===== src/rtl/accumulator_mc.sv =====
// Multi-channel signed accumulator: one registered add/sub/load/clear update per valid sample.
// Optional build macro ACC_SAT_EN adds saturation on overflow and the ovf_o flag.
module accumulator_mc #(
    parameter int unsigned DATA_W = 20,
    parameter int unsigned ACC_W  = 38,
    parameter int unsigned NUM_CH = 4,
    localparam int unsigned CH_W  = (NUM_CH > 1) ? $clog2(NUM_CH) : 1
) (
    input  logic              clk,
    input  logic              reset,
    input  logic              valid_i,
    input  logic [DATA_W-1:0] A,
    input  logic [CH_W-1:0]   ch_i,
    input  logic              subtract_i,
    input  logic              load_i,
    input  logic              clear_i,
    output logic [ACC_W-1:0]  P,
    output logic [CH_W-1:0]   ch_o,
    output logic              valid_o
`ifdef ACC_SAT_EN
    ,
    output logic              ovf_o
`endif
);

    localparam logic [CH_W:0] NumChLim = (CH_W + 1)'(NUM_CH);

    logic [ACC_W-1:0] acc_q [NUM_CH];
    logic [ACC_W-1:0] acc_cur;
    logic [ACC_W-1:0] a_ext;
    logic [ACC_W-1:0] arith;
    logic [ACC_W-1:0] acc_new;
    logic             upd;
    logic             ovf_upd;

    assign a_ext = {{(ACC_W - DATA_W){A[DATA_W-1]}}, A};
    assign upd   = valid_i && ({1'b0, ch_i} < NumChLim);

    // Mux by comparison so an out-of-range select never indexes past the array.
    always_comb begin
        acc_cur = '0;
        for (int i = 0; i < int'(NUM_CH); i++) begin
            if (ch_i == CH_W'(i)) begin
                acc_cur = acc_q[i];
            end
        end
    end

`ifdef ACC_SAT_EN
    logic [ACC_W:0] sum;
    logic           ovf;

    always_comb begin
        sum = subtract_i ? {acc_cur[ACC_W-1], acc_cur} - {a_ext[ACC_W-1], a_ext}
                         : {acc_cur[ACC_W-1], acc_cur} + {a_ext[ACC_W-1], a_ext};
        ovf = sum[ACC_W] ^ sum[ACC_W-1];
        if (!ovf) begin
            arith = sum[ACC_W-1:0];
        end else if (sum[ACC_W]) begin
            arith = {1'b1, {(ACC_W - 1){1'b0}}};
        end else begin
            arith = {1'b0, {(ACC_W - 1){1'b1}}};
        end
        ovf_upd = ovf && !clear_i && !load_i;
    end
`else
    always_comb begin
        arith   = subtract_i ? acc_cur - a_ext : acc_cur + a_ext;
        ovf_upd = 1'b0;
    end
`endif

    always_comb begin
        if (clear_i) begin
            acc_new = '0;
        end else if (load_i) begin
            acc_new = a_ext;
        end else begin
            acc_new = arith;
        end
    end

    always_ff @(posedge clk or negedge reset) begin
        if (!reset) begin
            for (int i = 0; i < int'(NUM_CH); i++) begin
                acc_q[i] <= '0;
            end
            P       <= '0;
            ch_o    <= '0;
            valid_o <= 1'b0;
        end else begin
            valid_o <= upd;
            for (int i = 0; i < int'(NUM_CH); i++) begin
                if (upd && ch_i == CH_W'(i)) begin
                    acc_q[i] <= acc_new;
                end
            end
            if (upd) begin
                P    <= acc_new;
                ch_o <= ch_i;
            end
        end
    end

`ifdef ACC_SAT_EN
    always_ff @(posedge clk or negedge reset) begin
        if (!reset) begin
            ovf_o <= 1'b0;
        end else begin
            ovf_o <= upd && ovf_upd;
        end
    end
`else
    logic unused_ovf;
    assign unused_ovf = ovf_upd;
`endif

endmodule


===== config.mk =====
export PLATFORM = sky130hd
export DESIGN_NAME = accumulator_mc
export DESIGN_NICKNAME = d
export VERILOG_FILES = /design/src/rtl/accumulator_mc.sv
export SDC_FILE = /design/constraint.sdc
export NUM_CORES = 1
export LEC_CHECK = 0
export ABC_AREA = 1
export CAP_MARGIN = 10
export CORE_UTILIZATION = 55
export CTS_CLUSTER_DIAMETER = 120
export DETAILED_ROUTE_END_ITERATION = 16
export PLACE_DENSITY = 0.75
export SLEW_MARGIN = 20
export SYNTH_ARGS = -nofsm -noshare
export SYNTH_HDL_FRONTEND = slang
export SYNTH_SLANG_ARGS = --single-unit
export TNS_END_PERCENT = 100

===== constraint.sdc =====
create_clock -name clk -period 2.4 [get_ports clk]
set_input_delay 0.72 -clock clk [delete_from_list [all_inputs] [get_ports clk]]
set_output_delay 0.72 -clock clk [all_outputs]
set_load 0.05 [all_outputs]

### Word level (Yosys, flattened, before mapping)

Index checks and enable logic that the tools add are counted.

| cells by class | value |
|---|---|
| reductions and logical operators | 5 |
| divide/modulo/power cells | 0 |
| multiply operators | 0 |
| multiplexer cells | 7 |
| add/subtract/negate cells | 2 |
| magnitude comparators | 0 |
| eq/ne operators | 3 |
| shift-type cells | 0 |
| bitwise gates (word level) | 0 |

Operators by type and width:

| cell | number |
|---|---|
| 38-bit 2-to-1 mux | 7 |
| 38-bit adder | 1 |
| 38-bit subtractor | 1 |
| 2-bit == test (second input constant) | 2 |
| 1-bit logical AND | 4 |
| 2-bit by 1-bit == test with 1-bit output (second input constant) | 1 |
| 2-bit zero test | 1 |

| word-level totals | value |
|---|---|
| register bits after elaboration | 193 |
| bits in latches | 0 |
| output and inout bits | 41 |
| memories kept | 0 |
| ROM bits | 0 |
| logic and storage cells | 24 |
| bits in writable memories | 0 |

### Logic depth before layout (Yosys ltp)

Gate-level depths: netlist of the first run.

| depth | value |
|---|---|
| word-level depth | 9 |
| gate-level depth with buffers | 24 |
| mapped depth without buffers | 24 |

### Least setup slack after synthesis of the first run

Ideal clock, no wire load.

| timing path | value |
|---|---|
| path kind | input to register |
| start | input port ch_i[1] |
| end | register acc_q[108] (netlist bit) |
| path buffers | 2 |
| required time | 2.282 ns |
| arrival time | 3.110 ns |
| stages | 21 |
| slack | -0.828 ns |
| library setup time | 0.118 ns |
| cells stage by stage | buf_2 > nor2_2 > inv_1 > buf_2 > o21ai_0 > a221oi_1 > ha_1 > inv_1 > fa_1 > nand3_1 > nand3_1 > nand2_1 > nand3_1 > nand2_1 > nand2_1 > nand2_1 > nand2_1 > nand2_1 > nand3_2 > nand3_1 > nand2_1 |

| between the ends | value |
|---|---|
| longest elaborated chain between the ends | 9 |

Ends and longest elaborated chain:

| item | line | text |
|---|---|---|
| start, declared | 13 | `input logic [CH_W-1:0] ch_i,` |
| 2-bit zero test | 43 | `if (ch_i == CH_W'(i)) begin` |
| 38-bit 2-to-1 mux (4 in series) | 43 |  |
| 38-bit adder / 38-bit subtractor (equally long branches) | 68 | `arith = subtract_i ? acc_cur - a_ext : acc_cur + a_ext;` |
| 38-bit 2-to-1 mux | 68 |  |
| 38-bit 2-to-1 mux | 76 | `end else if (load_i) begin` |
| 38-bit 2-to-1 mux | 74 | `if (clear_i) begin` |
| end signal, assigned by index | 95 | `acc_q[i] <= acc_new;` |
| end, declared | 28 | `logic [ACC_W-1:0] acc_q [NUM_CH];` |

Several ways; a longest one is shown, not always the timed one.
A chain may end at the register's enable or synchronous reset.

### Final worst setup path of the first run

| timing path | value |
|---|---|
| start | input port A[8] |
| end | register acc_q[57] (netlist bit) |

| between the ends | value |
|---|---|
| longest elaborated chain between the ends | 4 |

Ends and longest elaborated chain:

| item | line | text |
|---|---|---|
| start, declared | 12 | `input logic [DATA_W-1:0] A,` |
| 38-bit adder / 38-bit subtractor (equally long branches) | 68 |  |
| 38-bit 2-to-1 mux (*) | 68 |  |
| 38-bit 2-to-1 mux (*) | 76 |  |
| 38-bit 2-to-1 mux (*) | 74 |  |

Every way passes the cells marked *; elsewhere a longest branch is shown, timed or not.

==> results of run 1 <==
==> critical path, stage by stage <==
cell	delay (ns)
dlygate4sd2_1	0.27
inv_1	0.10
nand2_2	0.09
nor3_4	0.27
nand3_4	0.24
buf_6	0.23
nand2_2	0.10
xor2_2	0.25
ha_4	0.27
nand2_1	0.08
nand2_1	0.09
inv_1	0.08
nand2_2	0.09
a21oi_4	0.19
nand3_4	0.19
buf_6	0.18
o21ai_4	0.33
nand3_2	0.14
nand2_1	0.10
==> per-stage QoR <==
step	TNS (ns)	setup slack, ns	utilization	total power [W]	std cells
floorplan	-90.45	-0.7004	-	0.007122	1706
global placement	-287.34	-1.896	0.7024	0.008973	2187
detailed placement	-300.05	-1.919	0.7024	0.009091	2187
CTS	-85.02	-0.6917	0.8212	0.01318	2255
global route	-167.61	-1.361	0.8677	0.01509	2272
finish	-156.59	-1.251	0.8677	0.01472	2272
==> logic make-up after synthesis <==
group | Yosys count
AOI/OAI and AO/OA | 219
xor gates and xnor gates | 22
adders and majority gates | 39
buffers and inverters | 265
DFF | 193
and+or+nand+nor | 968
==> power by group <==
group	switching, W	internal (W)	total, W
Sequential	0.000392	0.00383	0.00422
Combinational	0.00458	0.00278	0.00736
Clock	0.00144	0.00170	0.00314
==> cell usage after synthesis <==
| cell type | number | share of area |
|---|---|---|
| nand2_1 | 628 | 0.20 |
| dfrtp_1 | 193 | 0.41 |
| inv_1 | 183 | 0.058 |
| nand3_1 | 154 | 0.065 |
| nor2_1 | 102 | 0.032 |
| o21ai_0 | 94 | 0.040 |
| a21oi_1 | 56 | 0.024 |
| clkbuf_1 | 47 | 0.015 |
| ha_1 | 38 | 0.040 |
| nand4_1 | 27 | 0.014 |
| nand3_2 | 22 | 0.019 |
| xor2_1 | 21 | 0.015 |
| o21ai_1 | 19 | 0.0080 |
| o22ai_1 | 19 | 0.010 |
| buf_2 | 14 | 0.0059 |
| a221oi_1 | 12 | 0.0088 |
| buf_1 | 10 | 0.0032 |
| inv_2 | 9 | 0.0028 |
| nand2_2 | 9 | 0.0047 |
| nor2_2 | 9 | 0.0047 |
| nor3_1 | 8 | 0.0034 |
| o21ai_2 | 7 | 0.0052 |
| o21bai_1 | 4 | 0.0025 |
| a211oi_1 | 2 | 0.0013 |
| clkinv_1 | 2 | 0.00063 |
| nor2_4 | 2 | 0.0019 |
| nor3_2 | 2 | 0.0017 |
| o21a_1 | 2 | 0.0013 |
| a21o_1 | 1 | 0.00063 |
| a21oi_2 | 1 | 0.00074 |
| a31oi_1 | 1 | 0.00053 |
| fa_1 | 1 | 0.0017 |
| nand3b_1 | 1 | 0.00063 |
| nor3b_1 | 1 | 0.00063 |
| nor4_1 | 1 | 0.00053 |
| o41ai_1 | 1 | 0.00074 |
| or2_0 | 1 | 0.00053 |
| or2_2 | 1 | 0.00053 |
| xnor2_1 | 1 | 0.00074 |
==> routing by layer <==
metal  global-route usage  vias up
li1                     -     6026
met1               0.5665     7039
met2               0.6565     1424
met3               0.1125      508
met4               0.2189        4
met5                    0        -
==> worst min-delay path by stage <==
| stage | end | cells after the start |
|---|---|---|
| 2_1_floorplan | P[0] | 0 |
| 3_3_place_gp | acc_q[65] | 2 |
| 3_5_place_dp | acc_q[65] | 2 |
| 4_1_cts | P[6] | 1 |
| 5_1_grt | P[5] | 1 |
| 6_report | P[6] | 1 |
==> timing repair <==
action | CTS | global route
setup endpoints to repair | 189 | 192
setup buffers | 38 | 18
cloned | 2 | 0
pin swaps | 116 | 83
gates resized for setup | 437 | 200
==> state kept, by name, summed over array words and instances (netlist names) <==
| signal | count |
|---|---|
| P | 38 |
| ch_o | 2 |
| valid_o | 1 |
| acc_q | 152 |
==> cell type report <==
| class | instances | area [um^2] | area share |
|---|---|---|---|
| clock buffer | 17 | 425.4 | 0.02325 |
| inverter | 194 | 788.3 | 0.04308 |
| multi-input combinational | 1248 | 8623 | 0.4713 |
| clock inverter | 15 | 221.5 | 0.01210 |
| timing repair buffer | 330 | 3065 | 0.1675 |
| tap | 275 | 344.1 | 0.01880 |
| sequential | 193 | 4830 | 0.2640 |
==> metrics.yaml, run 1 <==
global_route:
  antenna_found_initial: 1
  grtUsageTotal: 0.4308
  grt_pass1_vias: 13960
  grt_pass1_wl_um: 72840
  grt-ovfl-total: 0
  grt_max_degree: 75
clock_tree:
  cts.sinks: 193
  ctsHoldBuffers: 0
  htreeDepth: 4
  ctsLongestPathBuffers: 2
  cts_tree: "done"
  clock_latency_ns: 0.45
  cts_made_buffers: 17
  cts-root-buf: "clkbuf_16"
  clkTransAtPathRegs_ns: 0.08
worst_setup_path:
  critPathCapture: "acc_q[57]"
  criticalPathCategory: "in2reg"
  reg2reg_from: "acc_q[97]"
  rr_worst_depth: 15
  crit_arrival_ns: 4.04
  worstPathMaxFanout: 5
  endpoint_kind: "flip-flop"
  cp.required_ns: 2.79
  start_kind: "input pin"
  r2r_slack_ns: -0.70
  worstReg2RegEnd: "acc_q[36]"
  crit_start: "A[8]"
yosys:
  synth_compound_area_frac: 0.1029
  synth-adder-area-share: 0.04170
  synth-seq-cells: 193
  synth_cell_types: 39
  yosys.area_share.simple: 0.3475
  syn_nets: 1773
  synthMuxAreaShare: 0
  syn_inst: 1706
  ys_warn_count: 0
  postSynthAreaPerCell_um2: 6.964
  synth_top_family_by_area: "simple AND/OR/NAND/NOR gates"
  ys_seq_area_frac: 0.4065
  synth_xor_area_frac: 0.01622
  synth_area_um2: 11880
job:
  cap_violations: 0
sta:
  relSlewSlack: 0.4861
  fin_skew_ns: 0.01360
  setup_viol: 187
  holdWs_ns: 0.1811
  rsz0062_at_grt: "true"
  fin_crit_sh: 1.521
  timing.fmax_ghz: 0.2739
  fin_ws_ns: -1.251
  hold_viol_final: 0
  worstMarginPinSlew_ns: 0.7698
  report.final.slew_viol_count: 0
  fin_crit_ns: 3.651
final_layout:
  final_cell_mix: "nand2_1 (507), buf_4 (199), dfrtp_1 (193)"
  num_antenna_cells: 0
  area_growth_pct: 54.00
  final_cell_area_um2: 18300
  drive_gt1_frac: 0.4026
  nNetsFinal: 2051
  n_fill_cell: 991
  final_common_cell: "nand2_1"
die:
  io_pins: 69
  die_h_um: 149.0
  placementRows: 53
  die_area_um2: 22200
  die_w_um: 149.0
  coreArea_um2: 21090
  start_util: 0.5634
place:
  place_area_um2: 14810
  portBuffers: 68
  gp_congestion: 1.032
  hpwl_um: 28400
drt:
  post_drt_wl_per_cell_um: 24.84
  drc: 0
  drt_iter0_markers: 2232
  wl_met3_um: 8004
  antenna_left: 0
  wirelength_um: 56440
  via_count: 15000
  dr.pass1.iters: 6
  drt-vias-per-instance: 6.603
  top_layer: "met5"
  wl_met2_um: 24760
  m1WireLength_um: 19140
pwr:
  leakage_nw: 8.975
  ir_drop_v: 0.0007127
  power_density_nw_per_um2: 804.4
run_status:
  failed_checks: "negative setup slack"
  outcome: "complete, but fails checks"
worst_hold_path:
  hold_path_class: "in2async"
Power figures use the tool's default switching activity.
==> run 2, diff against run 1 <==
--- a/config.mk
+++ b/config.mk
@@ -10,6 +10,7 @@
 export CORE_UTILIZATION = 55
 export CTS_CLUSTER_DIAMETER = 120
 export DETAILED_ROUTE_END_ITERATION = 16
+export GPL_TIMING_DRIVEN = 0
 export PLACE_DENSITY = 0.75
 export SLEW_MARGIN = 20
 export SYNTH_ARGS = -nofsm -noshare
==> run 2 against run 1 <==
Effect of this change: the run still ends with negative setup slack left; global-route usage is 5.3 points lower; first-iteration DRC count down 37%; flip-flop and latch count unchanged; clock skew fell by 0.0012 ns; clock power shrank 6.4%; critical path depth grew 2; core utilization down 8.1 points; sequential share of layout area grew 2.7 points; power is 12% lower; largest cell class unchanged.
==> metrics.yaml, run 2 (same netlist as run 1, synthesis figures left out) <==
run_status:
  outcome: "complete, but fails checks"
  failed_checks: "negative setup slack"
sta:
  fin_skew_ns: 0.01243  # -0.001170 ns
  timing.fmax_ghz: 0.2740  # about the same
  setup_viol: 190  # +1.6%
  fin_crit_ns: 3.650  # -0.0009200 ns
  hold_viol_final: 0  # unchanged
  relSlewSlack: 0.3841  # -0.1019
  fin_crit_sh: 1.521  # about the same
  fin_ws_ns: -1.250  # +0.0009200 ns
  finalSetupTns_ns: -152.65  # +3.938 ns
  rsz0062_at_grt: "true"
  worstMarginPinSlew_ns: 0.9238  # +0.1540 ns
  report.final.slew_viol_count: 0  # unchanged
job:
  cap_violations: 0  # unchanged
global_route:
  grt_pass1_wl_um: 63900  # -12%
  antenna_found_initial: 0  # -1
  grtUsageTotal: 0.3777  # -0.05309
  grt_max_degree: 103  # +37%
  grt-ovfl-total: 0  # unchanged
  grt_pass1_vias: 12150  # -13%
clock_tree:
  ctsHoldBuffers: 0  # unchanged
  clock_latency_ns: 0.44  # about the same
  clkTransAtPathRegs_ns: 0.07  # about the same
  cts-root-buf: "clkbuf_16"
  cts_made_buffers: 17  # unchanged
  cts.sinks: 193  # unchanged
  cts_tree: "done"
  ctsLongestPathBuffers: 2  # unchanged
  htreeDepth: 4  # unchanged
pwr:
  leakage_nw: 8.006  # -11%
  power_density_nw_per_um2: 780.8  # -2.9%
  total_power_w: 0.01296  # -12%
  ir_drop_v: 0.0006012  # -16%
final_layout:
  area_growth_pct: 39.70
  largest_registers: "acc_q (152), P (38), ch_o (2)"
  final_cell_mix: "nand2_1 (526), dfrtp_1 (193), inv_1 (154)"
  fin_cells: 2160  # -4.9%
  nNetsFinal: 1939  # -5.5%
  num_antenna_cells: 0  # unchanged
  largest_register_ffs: 152  # unchanged
  largest_register: "acc_q"
  fin_util: 0.7871  # -0.08057
  final_common_cell: "nand2_1"
  drive_gt1_frac: 0.3263  # -0.07634
drt:
  drt-vias-per-instance: 6.041  # -8.5%
  drc: 0  # unchanged
  wirelength_um: 44730  # -21%
  drt_iter0_markers: 1409  # -37%
  dr.pass1.iters: 6  # unchanged
  via_count: 13050  # -13%
  post_drt_wl_per_cell_um: 20.71  # -17%
  antenna_left: 0  # unchanged
die:
  die_h_um: 149.0  # unchanged
  coreArea_um2: 21090  # unchanged
  io_pins: 69  # unchanged
  placementRows: 53  # unchanged
  start_util: 0.5634  # unchanged
  die_area_um2: 22200  # unchanged
  die_w_um: 149.0  # unchanged
place:
  dp_cells: 2048  # -6.4%
  hpwl_um: 28450  # +0.19%
  pre_cts_slack_ns: -2.042  # -0.1230 ns
  gp_congestion: 0.9480  # -8.2%
  portBuffers: 66  # -2.9%
worst_hold_path:
  hold_path_class: "in2async"
worst_setup_path:
  crit_arrival_ns: 3.98  # -0.06 ns
  worstPathMaxFanout: 5  # unchanged
  endpoint_kind: "flip-flop"
  cp.required_ns: 2.73  # -0.06 ns
  start_kind: "input pin"
  criticalPathCategory: "in2reg"
==> run 2: cell types whose count changed in the layout (fill, tap and decap cells not counted), moves of 24 or more <==
cell and delta:
buf_4 -138, buf_6 -25, clkbuf_1 +40, nand3_1 -24
nand3_2 +36, o21ai_1 +24
==> run 2: cell type report <==
cell class              instances  area, um^2
multi-input cells            1249        8294
clock inverters                11       152.6
fillers                      1410        4489
inverters                     194       784.5
repair buffers                146        1383
clock buffers                  21       450.4
well taps                     275       344.1
plain buffers                  71       360.3
flip-flops and latches        193        4830
==> run 2: path summary, 6_finish.rpt <==
check	cells after the start	slack [ns]	from	to
setup / recovery	21	-1.25	A[12]	acc_q[28]
setup reg to reg	19	-0.47	acc_q[81]	acc_q[28]
min in group clk	2	0.48	P[32]	P[32]
hold / removal	1	0.27	reset	P[3]
max in group asynchronous	2	1.18	reset	acc_q[67]
hold reg to reg	2	0.48	P[32]	P[32]
==> run 2: worst max-delay path, cell delays in order <==
cell and delay, ns:
dlygate4sd2_1 0.31, nor2_2 0.18, nand3_2 0.11, nor3_4 0.44
nand2_1 0.13, nand2_1 0.11, xor2_1 0.21, inv_1 0.12
ha_4 0.29, nand2_4 0.08, inv_4 0.08, nand2_4 0.14
nand2_4 0.10, a21oi_4 0.14, nand3_4 0.17, nand2_2 0.14
nand2_2 0.06, nand2_2 0.08, nand3_4 0.16, nand3_2 0.13
nand2_1 0.07
==> run 2: power breakdown <==
part / internal [W] / leakage [nW] / total [W] / switching, W
registers: 0.00383 / 2.51 / 0.00416 / 0.000329
logic: 0.00200 / 5.22 / 0.00586 / 0.00386
clock network: 0.00168 / 0.285 / 0.00294 / 0.00126
==> run 2: timing repair <==
item | CTS | global route
pin swaps | 123 | 100
setup endpoints to repair | 190 | 189
buffers inserted | 47 | 32
gates resized for setup | 344 | 214
gates cloned | 2 | 0
endpoints found under the hold margin | 0 | 0
==> run 2: layer usage <==
| layer | GRT usage | routed length (um) | vias to the layer above |
|---|---|---|---|
| met3 | 0.06483 | 5050 | 166 |
| li1 | - | - | 5822 |
| met4 | 0.1357 | 1816 | 0 |
| met2 | 0.5753 | 19980 | 812 |
| met1 | 0.5406 | 17880 | 6249 |
| met5 | 0 | 0 | - |
==> run 2: stage by stage <==
step | hold WS [ns] | instance area (um^2)
2_1_floorplan | 0.4244 | 12320
3_3_place_gp | 0.4618 | 13330
3_5_place_dp | 0.4592 | 13360
4_1_cts | 0.3083 | 15500
5_1_grt | 0.3400 | 16600
6_report | 0.2700 | 16600
